<file path="config.mk">
export PLATFORM = sky130hd
export DESIGN_NAME = i2s_tx_module
export DESIGN_NICKNAME = d
export VERILOG_FILES = /design/src/rtl/i2s_tx_module.sv
export SDC_FILE = /design/constraint.sdc
export NUM_CORES = 1
export LEC_CHECK = 0
export CORE_MARGIN = 5
export CORE_UTILIZATION = 55
export DETAILED_ROUTE_END_ITERATION = 16
export GPL_TIMING_DRIVEN = 0
export PLACE_DENSITY = 0.79
export SKIP_CTS_REPAIR_TIMING = 1
export SYNTH_ARGS = -nofsm -noshare
export SYNTH_HDL_FRONTEND = slang
export SYNTH_SLANG_ARGS = --single-unit
</file>
<file path="constraint.sdc">
create_clock -name clk_i -period 4.77 [get_ports clk_i]
set_input_delay 0.954 -clock clk_i [delete_from_list [all_inputs] [get_ports clk_i]]
set_output_delay 0.954 -clock clk_i [all_outputs]
set_load 0.1 [all_outputs]
</file>
<file path="src/rtl/i2s_tx_module.sv">
// I2S master transmitter: buffers one stereo pair from a valid/ready stream and
// serialises it MSB-first with bck/lrck derived from clk_i by a fixed divider.
module i2s_tx_module #(
    parameter int FRAME_RES = 32,
    parameter int DATA_RES  = 24,
    parameter int CLK_DIV   = 2
) (
    input  logic                clk_i,
    input  logic                rst_i,
    input  logic [DATA_RES-1:0] left_i,
    input  logic [DATA_RES-1:0] right_i,
    input  logic                valid_i,
    output logic                ready_o,
    output logic                bck_o,
    output logic                lrck_o,
    output logic                dat_o,
    output logic                underrun_o
);

    if (DATA_RES < 1 || DATA_RES >= FRAME_RES || CLK_DIV < 1) begin : g_param_check
        $error("i2s_tx_module: illegal DATA_RES/FRAME_RES/CLK_DIV combination");
    end

    localparam int DIV_W = (CLK_DIV > 1) ? $clog2(CLK_DIV) : 1;
    localparam int CNT_W = $clog2(2 * FRAME_RES);

    localparam logic [DIV_W-1:0] DIV_LAST = DIV_W'(CLK_DIV - 1);
    localparam logic [CNT_W-1:0] CNT_LAST = CNT_W'(2 * FRAME_RES - 1);
    localparam logic [CNT_W-1:0] SLOT_LEN = CNT_W'(FRAME_RES);
    localparam logic [CNT_W-1:0] DATA_LEN = CNT_W'(DATA_RES);

    logic [DIV_W-1:0]    div_q, div_d;
    logic                bck_q, bck_d;
    logic                lrck_q, lrck_d;
    logic                dat_q, dat_d;
    logic                ur_q, ur_d;
    logic [CNT_W-1:0]    bit_cnt_q, bit_cnt_d;
    logic                hold_full_q, hold_full_d;
    logic [DATA_RES-1:0] hold_l_q, hold_l_d;
    logic [DATA_RES-1:0] hold_r_q, hold_r_d;
    logic [DATA_RES-1:0] sh_l_q, sh_l_d;
    logic [DATA_RES-1:0] sh_r_q, sh_r_d;

    logic             div_tc;
    logic             fall;
    logic             xfer;
    logic [CNT_W-1:0] k_next;
    logic [CNT_W-1:0] p_next;
    logic             right_slot;
    logic             data_slot;
    logic             frame_start;

    always_comb begin
        div_tc      = (div_q == DIV_LAST);
        fall        = div_tc & bck_q;
        xfer        = valid_i & ~hold_full_q;
        k_next      = (bit_cnt_q == CNT_LAST) ? '0 : bit_cnt_q + 1'b1;
        right_slot  = (k_next >= SLOT_LEN);
        p_next      = right_slot ? k_next - SLOT_LEN : k_next;
        data_slot   = (p_next != '0) && (p_next <= DATA_LEN);
        frame_start = fall && (k_next == '0);
    end

    always_comb begin
        div_d       = div_tc ? '0 : div_q + 1'b1;
        bck_d       = div_tc ? ~bck_q : bck_q;
        lrck_d      = lrck_q;
        dat_d       = dat_q;
        ur_d        = 1'b0;
        bit_cnt_d   = bit_cnt_q;
        hold_full_d = hold_full_q;
        hold_l_d    = hold_l_q;
        hold_r_d    = hold_r_q;
        sh_l_d      = sh_l_q;
        sh_r_d      = sh_r_q;

        if (xfer) begin
            hold_l_d    = left_i;
            hold_r_d    = right_i;
            hold_full_d = 1'b1;
        end

        if (fall) begin
            bit_cnt_d = k_next;
            lrck_d    = right_slot;
            dat_d     = 1'b0;
            if (frame_start) begin
                // An empty buffer sends a silent frame; a same-edge transfer waits for the next one.
                if (hold_full_q) begin
                    sh_l_d      = hold_l_q;
                    sh_r_d      = hold_r_q;
                    hold_full_d = 1'b0;
                end else begin
                    sh_l_d = '0;
                    sh_r_d = '0;
                    ur_d   = 1'b1;
                end
            end else if (data_slot) begin
                if (right_slot) begin
                    dat_d  = sh_r_q[DATA_RES-1];
                    sh_r_d = sh_r_q << 1;
                end else begin
                    dat_d  = sh_l_q[DATA_RES-1];
                    sh_l_d = sh_l_q << 1;
                end
            end
        end
    end

    always_ff @(posedge clk_i) begin
        if (rst_i) begin
            div_q       <= '0;
            bck_q       <= 1'b0;
            lrck_q      <= 1'b1;
            dat_q       <= 1'b0;
            ur_q        <= 1'b0;
            bit_cnt_q   <= CNT_LAST;
            hold_full_q <= 1'b0;
            hold_l_q    <= '0;
            hold_r_q    <= '0;
            sh_l_q      <= '0;
            sh_r_q      <= '0;
        end else begin
            div_q       <= div_d;
            bck_q       <= bck_d;
            lrck_q      <= lrck_d;
            dat_q       <= dat_d;
            ur_q        <= ur_d;
            bit_cnt_q   <= bit_cnt_d;
            hold_full_q <= hold_full_d;
            hold_l_q    <= hold_l_d;
            hold_r_q    <= hold_r_d;
            sh_l_q      <= sh_l_d;
            sh_r_q      <= sh_r_d;
        end
    end

    assign ready_o    = ~hold_full_q;
    assign bck_o      = bck_q;
    assign lrck_o     = lrck_q;
    assign dat_o      = dat_q;
    assign underrun_o = ur_q;

endmodule

</file>
* Word level (Yosys, flattened, before mapping) *
Index checks and enable logic that the tools add are counted.

cells by class
  bitwise operators = 6
  reductions and logical operators = 10
  multiplexer cells = 18
  equality and inequality tests = 2
  $add $sub $neg = 3
  $lt $le $gt $ge = 2

operators by type and width
  cell                                                                               number
  24-bit two-way mux                                                                 8
  6-bit two-way mux                                                                  2
  1-bit two-way mux                                                                  8
  6-bit by 1-bit adder with 6-bit output (second input constant)                     1
  6-bit equality test (second input constant)                                        1
  6-bit greater-or-equal comparator (second input constant)                          1
  6-bit by 5-bit less-or-equal comparator with 1-bit output (second input constant)  1
  6-bit logical NOT                                                                  1
  3-bit AND reduction                                                                2
  6-bit nonzero test                                                                 1
  6-bit subtractor (second input constant)                                           1
  1-bit NOT                                                                          4
  2-bit nonzero test                                                                 2
  3-bit OR reduction                                                                 1
  1-bit bitwise AND                                                                  2
  1-bit logical AND                                                                  2
  2-bit by 1-bit inequality test with 1-bit output (second input constant)           1
  2-bit OR reduction                                                                 1
  1-bit adder (second input constant)                                                1

word-level totals
  word-level logic and storage cells = 52
  output and inout bits = 5
  register bits = 108
  input port bits = 51

* Logic depth before layout (Yosys ltp) *
Gate-level depths: netlist of the first run.

  depth after elaboration = 8
  gate-level depth with buffers = 10
  gate-level depth less buffers = 6

* Worst setup path after synthesis of the first run *
OpenSTA, ideal clock, no wires.

  path kind = register -> register
  start = reg bck_q, in the netlist bck_o
  end = reg sh_r_q[23]
  cell stages (with the launch flop) = 9
  library setup time = 0.088 ns
  clock period less this slack = 2.411 ns
  data required time = 4.682 ns
  arrival time = 2.323 ns
  setup slack = 2.359 ns
  path through = dfxtp_1 and2_1 clkbuf_1 and4_1 buf_4 buf_6 buf_6 nand3_1 a311oi_2

between the ends
  longest elaborated chain between the ends = 4

RTL lines
  item                           line  source
  from (decl)                    33    logic bck_q, bck_d;
  from (signal assigned)         125   bck_q <= bck_d;
  1-bit bitwise AND (*)          55    fall = div_tc & bck_q;
  1-bit logical AND              61    frame_start = fall && (k_next == '0);
  2-bit nonzero test (no line)   n/a
  3-bit AND reduction (no line)  n/a
  to (signal assigned)           134   sh_r_q <= sh_r_d;
  to (decl)                      42    logic [DATA_RES-1:0] sh_r_q, sh_r_d;

Mark *: on every way between the ends. The rest lies on a longest branch, timed or not.
A chain may end at the register's enable or synchronous reset.

* Final worst setup path of the first run *
  start = reg hold_full_q
  end = out ready_o

between the ends
  longest elaborated chain between the ends = 1

RTL lines
  item                    line  source
  from (decl)             38    logic hold_full_q, hold_full_d;
  from (signal assigned)  130   hold_full_q <= hold_full_d;
  1-bit NOT               138   assign ready_o = ~hold_full_q;
  to (decl)               13    output logic ready_o,

Every way passes these cells.

==> out/results.md, run 1 <==
| Quantity | Value | Unit |
|---|---|---|
| Result of the run | finished clean | - |
| Required time at the endpoint of the critical path | 3.82 | ns |
| Average wire per cell in the routed design | 16.2 | um |
| Synthesized instance count | 550 | - |
| Final min period | 3.08 | ns |
| Max Slew Vio Count | 0 | - |
| Maximum net fanout on the critical path | 8 | - |
| Via count of the routed design | 4,372 | - |
| Top_reg_cell synth | dfxtp_1 | - |
| Antenna Diode Count | 0 | - |
| Asr flop ratio synth | 0 | % |
| Synth Register Bits | 108 | - |
| Detailed router's first-iteration violation count | 336 | - |
| Die outline area | 10,600 | sq um |
| Number of buffers created by CTS | 9 | - |
| Number of hold violations in the final report | 0 | - |
| Count of H-tree levels built during CTS | 3 | - |
| Initial standard-cell utilization of the core | 55.5 | % |
| Number of warnings reported in the yosys synthesis log | 0 | - |
| Sort of element at the start of the critical path | flop | - |
| Cell Pwr Density | 331 | nW/um^2 |
| Global router's overall resource usage | 23.6 | % |
| Per-cell via count in the routed design | 6.01 | - |
| Library cell occupying the most area in the post-synthesis netlist | dfxtp_1 | - |
| Area share of the largest cell type after synthesis | 45.4 | % |
| Internal portion of total power | 1280 | uW |
| Hold Path Depth | 2 | - |
| Proportion of power drawn by combinational gates | 19.4 | % |
| Number of nets in the layout | 668 | - |
| Worst Skew | 0.0149 | ns |
| Switching power total | 570 | uW |
| CORE AREA | 8590 | sq um |
| Leakage Power | 0.00183 | uW |
| Count of unique library cells instantiated by Yosys | 44 | - |
| Sequential cell fraction of total power | 53.3 | % |
| Routed WL | 11.8 | mm |
| Clock edge transition at the registers on the reported setup and hold paths | 0.10 | ns |
| Die Height | 103 | um |
| Pin count of the biggest net entering global routing | 18 | - |
| Number of synthesized flops with an enable pin | 0 | - |
| Buffers added on ports | 54 | - |
| Number of antenna violations at the first check in global routing | 0 | - |
| Worst Setup Path Type | flop to output port | - |
| Relative slew margins | 34.7 | % |
| Clock root cell | clkbuf_8 | - |
| List of most frequent post-synthesis cells | 108 x dfxtp_1, 104 x nand2_1, 77 x a21oi_1 | - |
| Die extent in x | 103 | um |
| Share of cells above drive strength 1 | 9.37 | % |
| Crit path DAT | 2.13 | ns |
| Part of the total power dissipated in the clock network | 27.3 | % |
| Setup slack after layout | 1.69 | ns |
| Worst VDD drop | 0.193 | mV |
| Bufs on Longest Clock Path | 2 | - |
| Number of detailed-routing iterations run before antenna repair | 5 | - |
| Share of the clock period used by the worst path | 64.6 | % |
| Gr ovfl total | 0 | - |
| Average instance area after synthesis | 8.67 | sq um |
| Post-synthesis to final-layout area growth | 17.7 | % |
| Worst-skew pair later-pin latency | 0.37 | ns |
| TritonCTS clock tree | done | - |
| DRT antenna net count | 0 | - |
| Number of clock sinks | 108 | - |
| Kind of capture point of the worst setup path | output port | - |
| Setup slack after placement | 1.81 | ns |
| Total Neg Setup Slack | 0 | ns |
| Row Count | 34 | - |
| Hold/Removal Path Class | flop to flop | - |
| Number of max-cap violations | 0 | - |
| Biggest area contributors in the synthesized netlist | dfxtp_1 45%, nand2_1 8.2%, a21oi_1 8.1% | - |
| Post-route DRC | 0 | - |
| Final setup viols | 0 | - |
| Switching fraction of total power | 30.7 | % |
| Syn Nets | 603 | - |
| Post-Layout Inst Area | 5610 | sq um |
| Final Wtd Congestion | 0.845 | - |
| Cell area after placement | 5440 | sq um |
| RSZ-0062 raised after global routing | no | - |
| Top-level port count | 56 | - |
| Worst-margin pin slew | 0.977 | ns |
| Dominant cell by count in the synthesized netlist | dfxtp_1 | - |
| Proportion of synthesized chip area in sequential cells | 45.4 | % |
| Worst Reg2Reg Path Length in Cells | 9 | - |
| Via count of the first global-routing pass | 4,302 | - |
| Hpwl dp | 8.43 | mm |
| Netlist area before placement | 4770 | sq um |
| First-pass GRT wire length | 20.3 | mm |
| Maximum operating frequency | 0.324 | GHz |
## stage by stage
step	util, %	cells	total power, uW	hold WS [ns]
floorplan	-	550	1240	0.433
global placement	63.3	712	1350	0.443
detailed placement	63.3	712	1360	0.455
CTS	65.3	727	1850	0.469
global route	65.3	727	1940	0.487
finish	65.3	727	1850	0.469
## layer usage
metal | GRT usage [%] | up-vias | wire length [um]
met5 | 0 | - | 0
met2 | 38.5 | 127 | 5550
met3 | 3.45 | 14 | 651
met4 | 6.57 | 0 | 136
li1 | - | 2152 | -
met1 | 32.8 | 2079 | 5460
## layout by cell type (no fill, tap or decap), types with 2 or more instances in the layout
master and count:
buf_2 18, o21bai_1 3, a21oi_1 77, nand2_1 104
clkinvlp_4 3, nor2b_1 4, inv_1 3, nand4_1 2
a311oi_1 43, clkbuf_1 34, a32oi_1 23, buf_6 6
nor2_1 7, a211oi_2 10, o21ai_0 4, and2_1 2
and3_1 4, clkdlybuf4s50_1 54, nand3_1 26, a311oi_2 3
o2111ai_1 2, dfxtp_1 108, buf_4 4, ha_1 2
buf_1 3, xnor2_1 2, clkbuf_8 9, a211oi_1 14
nand2b_1 25
## cells by family after synthesis
kind of cell / Yosys count / synth area share [%]
AOI/OAI and AO/OA: 188 / 28.9
xor gates and xnor gates: 3 / 0.551
adders and majority gates: 2 / 0.525
buffers and inverters: 67 / 7.01
DFF: 108 / 45.4
and+or+nand+nor: 182 / 17.6
## registers in the layout, indices dropped and copies added, names as in the netlist
| name | flops |
|---|---|
| bck_o | 1 |
| hold_full_q | 1 |
| sh_l_q | 24 |
| hold_l_q | 24 |
| hold_r_q | 24 |
| underrun_o | 1 |
| dat_o | 1 |
| div_q | 1 |
| bit_cnt_q | 6 |
| sh_r_q | 24 |
| lrck_o | 1 |
## power groups by stage
stage                     combinational (uW)  clock, uW  sequential (uW)
after detailed placement                 356          0             1010
after global placement                   345          0             1010
after global routing                     397        546              995
final                                    360        505              989
after floorplan                          233          0             1010
after CTS                                358        509              988
## area by class of cell
cell class                 count  area [sq um]
buffer                        64           323
clock buffer                  10           128
clock inverter                 5          38.8
fill                         754          2990
inverter                       3          11.3
multi-input combinational    375          2270
sequential                   108          2160
tap                          108           135
timing repair buffer          54           541
## worst max-delay path, cell delays in order, from the launching register on
cell	delay, ns
dfxtp_1	0.31
clkbuf_1	0.19
inv_1	0.13
clkdlybuf4s50_1	1.14
## final timing paths
path                              startpoint      endpoint  slack, ns
worst max register to register  bit_cnt_q[0]    sh_l_q[20]       1.91
worst min register to register  hold_l_q[10]  hold_l_q[10]       0.47
worst max-delay path             hold_full_q       ready_o       1.69
worst min-delay path            hold_l_q[10]  hold_l_q[10]       0.47
No activity file was read; power rests on OpenSTA's default activity.
==> inputs of run 2 (changes only) <==
--- a/config.mk
+++ b/config.mk
@@ -6,10 +6,10 @@
 export NUM_CORES = 1
 export LEC_CHECK = 0
 export CORE_MARGIN = 5
-export CORE_UTILIZATION = 55
+export CORE_UTILIZATION = 50
 export DETAILED_ROUTE_END_ITERATION = 16
 export GPL_TIMING_DRIVEN = 0
-export PLACE_DENSITY = 0.79
+export PLACE_DENSITY = 0.75
 export SKIP_CTS_REPAIR_TIMING = 1
 export SYNTH_ARGS = -nofsm -noshare
 export SYNTH_HDL_FRONTEND = slang
==> constraint.sdc (replaced) <==
create_clock -name clk_i -period 2.6 [get_ports clk_i]
set_input_delay 0.52 -clock clk_i [delete_from_list [all_inputs] [get_ports clk_i]]
set_output_delay 0.52 -clock clk_i [all_outputs]
set_load 0.1 [all_outputs]
==> run 2 against run 1 <==
  * Cell area up 1.1%
  * Combinational power up 86%
  * Non-clock buffer count down 1
  * Die area up 9.0%
  * Total power up 85%
  * Critical path depth up 6
  * Sequential power up 83%
  * Critical path type is now flop to flop
  * Largest cell class unchanged
==> out/results.md, run 2 (same netlist as run 1, synthesis figures left out) <==
| Quantity | Value | Unit | Change |
|---|---|---|---|
| Result of the run | finished clean | - |  |
| Worst Skew | 0.0238 | ns | +0.00885 ns |
| Die outline area | 11,600 | sq um | +9.0% |
| DRT antenna net count | 0 | - | unchanged |
| Number of antenna violations at the first check in global routing | 0 | - | unchanged |
| Maximum net fanout on the critical path | 10 | - | +2 |
| Gr ovfl total | 0 | - | unchanged |
| TritonCTS clock tree | done | - |  |
| Die extent in x | 108 | um | +4.4% |
| Maximum operating frequency | 0.406 | GHz |  |
| Clock root cell | clkbuf_8 | - |  |
| Sort of element at the start of the critical path | flop | - |  |
| Clock edge transition at the registers on the reported setup and hold paths | 0.10 | ns | about the same |
| Bufs on Longest Clock Path | 2 | - | unchanged |
| Share of cells above drive strength 1 | 10.7 | % | +1.3 points |
| Worst-margin pin slew | 0.970 | ns | -0.00721 ns |
| Wire length on met1 | 5.73 | mm | +5.0% |
| Antenna Diode Count | 0 | - | unchanged |
| Cell Pwr Density | 606 | nW/um^2 | +83% |
| Per-cell via count in the routed design | 5.92 | - | -1.6% |
| Number of hold violations in the final report | 0 | - | unchanged |
| Global router's overall resource usage | 21.0 | % | -2.6 points |
| Row Count | 35 | - | +2.9% |
| Final Wtd Congestion | 0.868 | - | +2.7% |
| Number of clock sinks | 108 | - | unchanged |
| Placed cell count | 733 | - | +2.9% |
| Met3 Routed Length | 540 | um | -17% |
| Total Neg Setup Slack | 0 | ns | unchanged |
| Post-synthesis to final-layout area growth | 19.0 | % |  |
| Leakage Power | 0.00185 | uW | +1.1% |
| Final setup viols | 0 | - | unchanged |
| Filler-free cell count of the finished design | 747 | - | +2.8% |
| Number of max-cap violations | 0 | - | unchanged |
| Die Height | 108 | um | +4.4% |
| Number of nets in the layout | 667 | - | -0.15% |
| Required time at the endpoint of the critical path | 2.88 | ns | -0.94 ns |
| First-pass GRT wire length | 20.0 | mm | -1.8% |
| Crit path DAT | 2.74 | ns | +0.61 ns |
| Hpwl dp | 8.43 | mm | about the same |
| Count of H-tree levels built during CTS | 3 | - | unchanged |
| Worst Setup Path Type | flop to flop | - |  |
| Top-level port count | 56 | - | unchanged |
| Number of detailed-routing iterations run before antenna repair | 5 | - | unchanged |
| Relative slew margins | 35.1 | % | +0.48 points |
| Average wire per cell in the routed design | 16.1 | um | -0.53% |
| Met2 WL | 5.64 | mm | +1.6% |
| Via count of the routed design | 4,419 | - | +1.1% |
| Worst VDD drop | 0.447 | mV | +130% |
| Kind of capture point of the worst setup path | flop | - |  |
| Worst-skew pair later-pin latency | 0.38 | ns | about the same |
| Number of buffers created by CTS | 9 | - | unchanged |
| Detailed router's first-iteration violation count | 318 | - | -5.4% |
| Most frequent cells in the layout | 106 x dfxtp_1, 104 x nand2_1, 77 x a21oi_1, 53 x clkdlybuf4s50_1, 43 x a311oi_1 | - |  |
| Highest routed layer | met4 | - |  |
| Share of the clock period used by the worst path | 94.6 | % |  |
| Buffers added on ports | 54 | - | unchanged |
| Post-route DRC | 0 | - | unchanged |
| Routed WL | 12.1 | mm | +2.2% |
| Via count of the first global-routing pass | 4,078 | - | -5.2% |
| Commonest non-fill, non-tap cell in the layout | dfxtp_1 | - |  |
| CORE AREA | 9280 | sq um | +8.0% |
| Post-route total power | 3440 | uW | +85% |
| Initial standard-cell utilization of the core | 51.3 | % | -4.1 points |
| Hold/Removal Path Class | flop to flop | - |  |
| Max Slew Vio Count | 0 | - | unchanged |
| Pin count of the biggest net entering global routing | 19 | - | +1 |
| Final min period | 2.46 | ns |  |
| RSZ-0062 raised after global routing | no | - |  |
## run 2: changes by cell type in the layout (fill, tap and decap cells not counted), moves of 2 or more
cell / before / now
clkbuf_1: 34 / 29
clkbuf_2: 0 / 3
dfxtp_1: 108 / 106
clkinv_4: 0 / 2
## run 2: path summary, 6_finish.rpt
kind,from,end,slack [ns],cells after the start
setup / recovery,bit_cnt_q[1],sh_l_q[8],0.14,9
hold / removal,hold_l_q[1],hold_l_q[1],0.46,2
setup reg to reg,bit_cnt_q[1],sh_l_q[8],0.14,9
hold reg to reg,hold_l_q[1],hold_l_q[1],0.46,2
## run 2: worst max-delay path, stage by stage (launching register included)
cell       delay [ns]
dfxtp_2          0.43
ha_1             0.25
or3b_2           0.45
o2111ai_1        0.11
and3_1           0.18
buf_2            0.17
buf_4            0.19
buf_2            0.24
a21oi_1          0.10
a211oi_1         0.24
## run 2: per-stage QoR
stage                     utilization [%]  hold slack, ns  instance area [sq um]  setup slack, ns
after detailed placement             58.9           0.452                   5470           -0.180
final                                61.1           0.464                   5670            0.140
after floorplan                         -           0.433                   4770            0.189
after global routing                 61.1           0.482                   5670           0.0160
after global placement               58.9           0.442                   5470           -0.117
after CTS                            60.8           0.467                   5640           -0.198
## run 2: metal layers
layer | GRT usage [%] | vias up
met5 | 0 | -
met4 | 5.77 | 0
met3 | 2.94 | 11
met2 | 34.1 | 128
met1 | 29.2 | 2144
li1 | - | 2136
## run 2: power by group
group          total [uW]  switching (uW)  internal, uW  leakage [uW]
Clock                 953             600           353     0.0000794
Sequential           1810            60.9          1750      0.000881
Combinational         671             411           260      0.000890
## run 2: area by class of cell
| cell class | count | area (sq um) |
|---|---|---|
| fillers | 835 | 3610 |
| repair buffers | 54 | 543 |
| flip-flops and latches | 108 | 2170 |
| clock buffers | 9 | 124 |
| clock inverters | 6 | 51.3 |
| inverters | 3 | 11.3 |
| plain buffers | 63 | 323 |
| well taps | 129 | 161 |
| multi-input cells | 375 | 2290 |
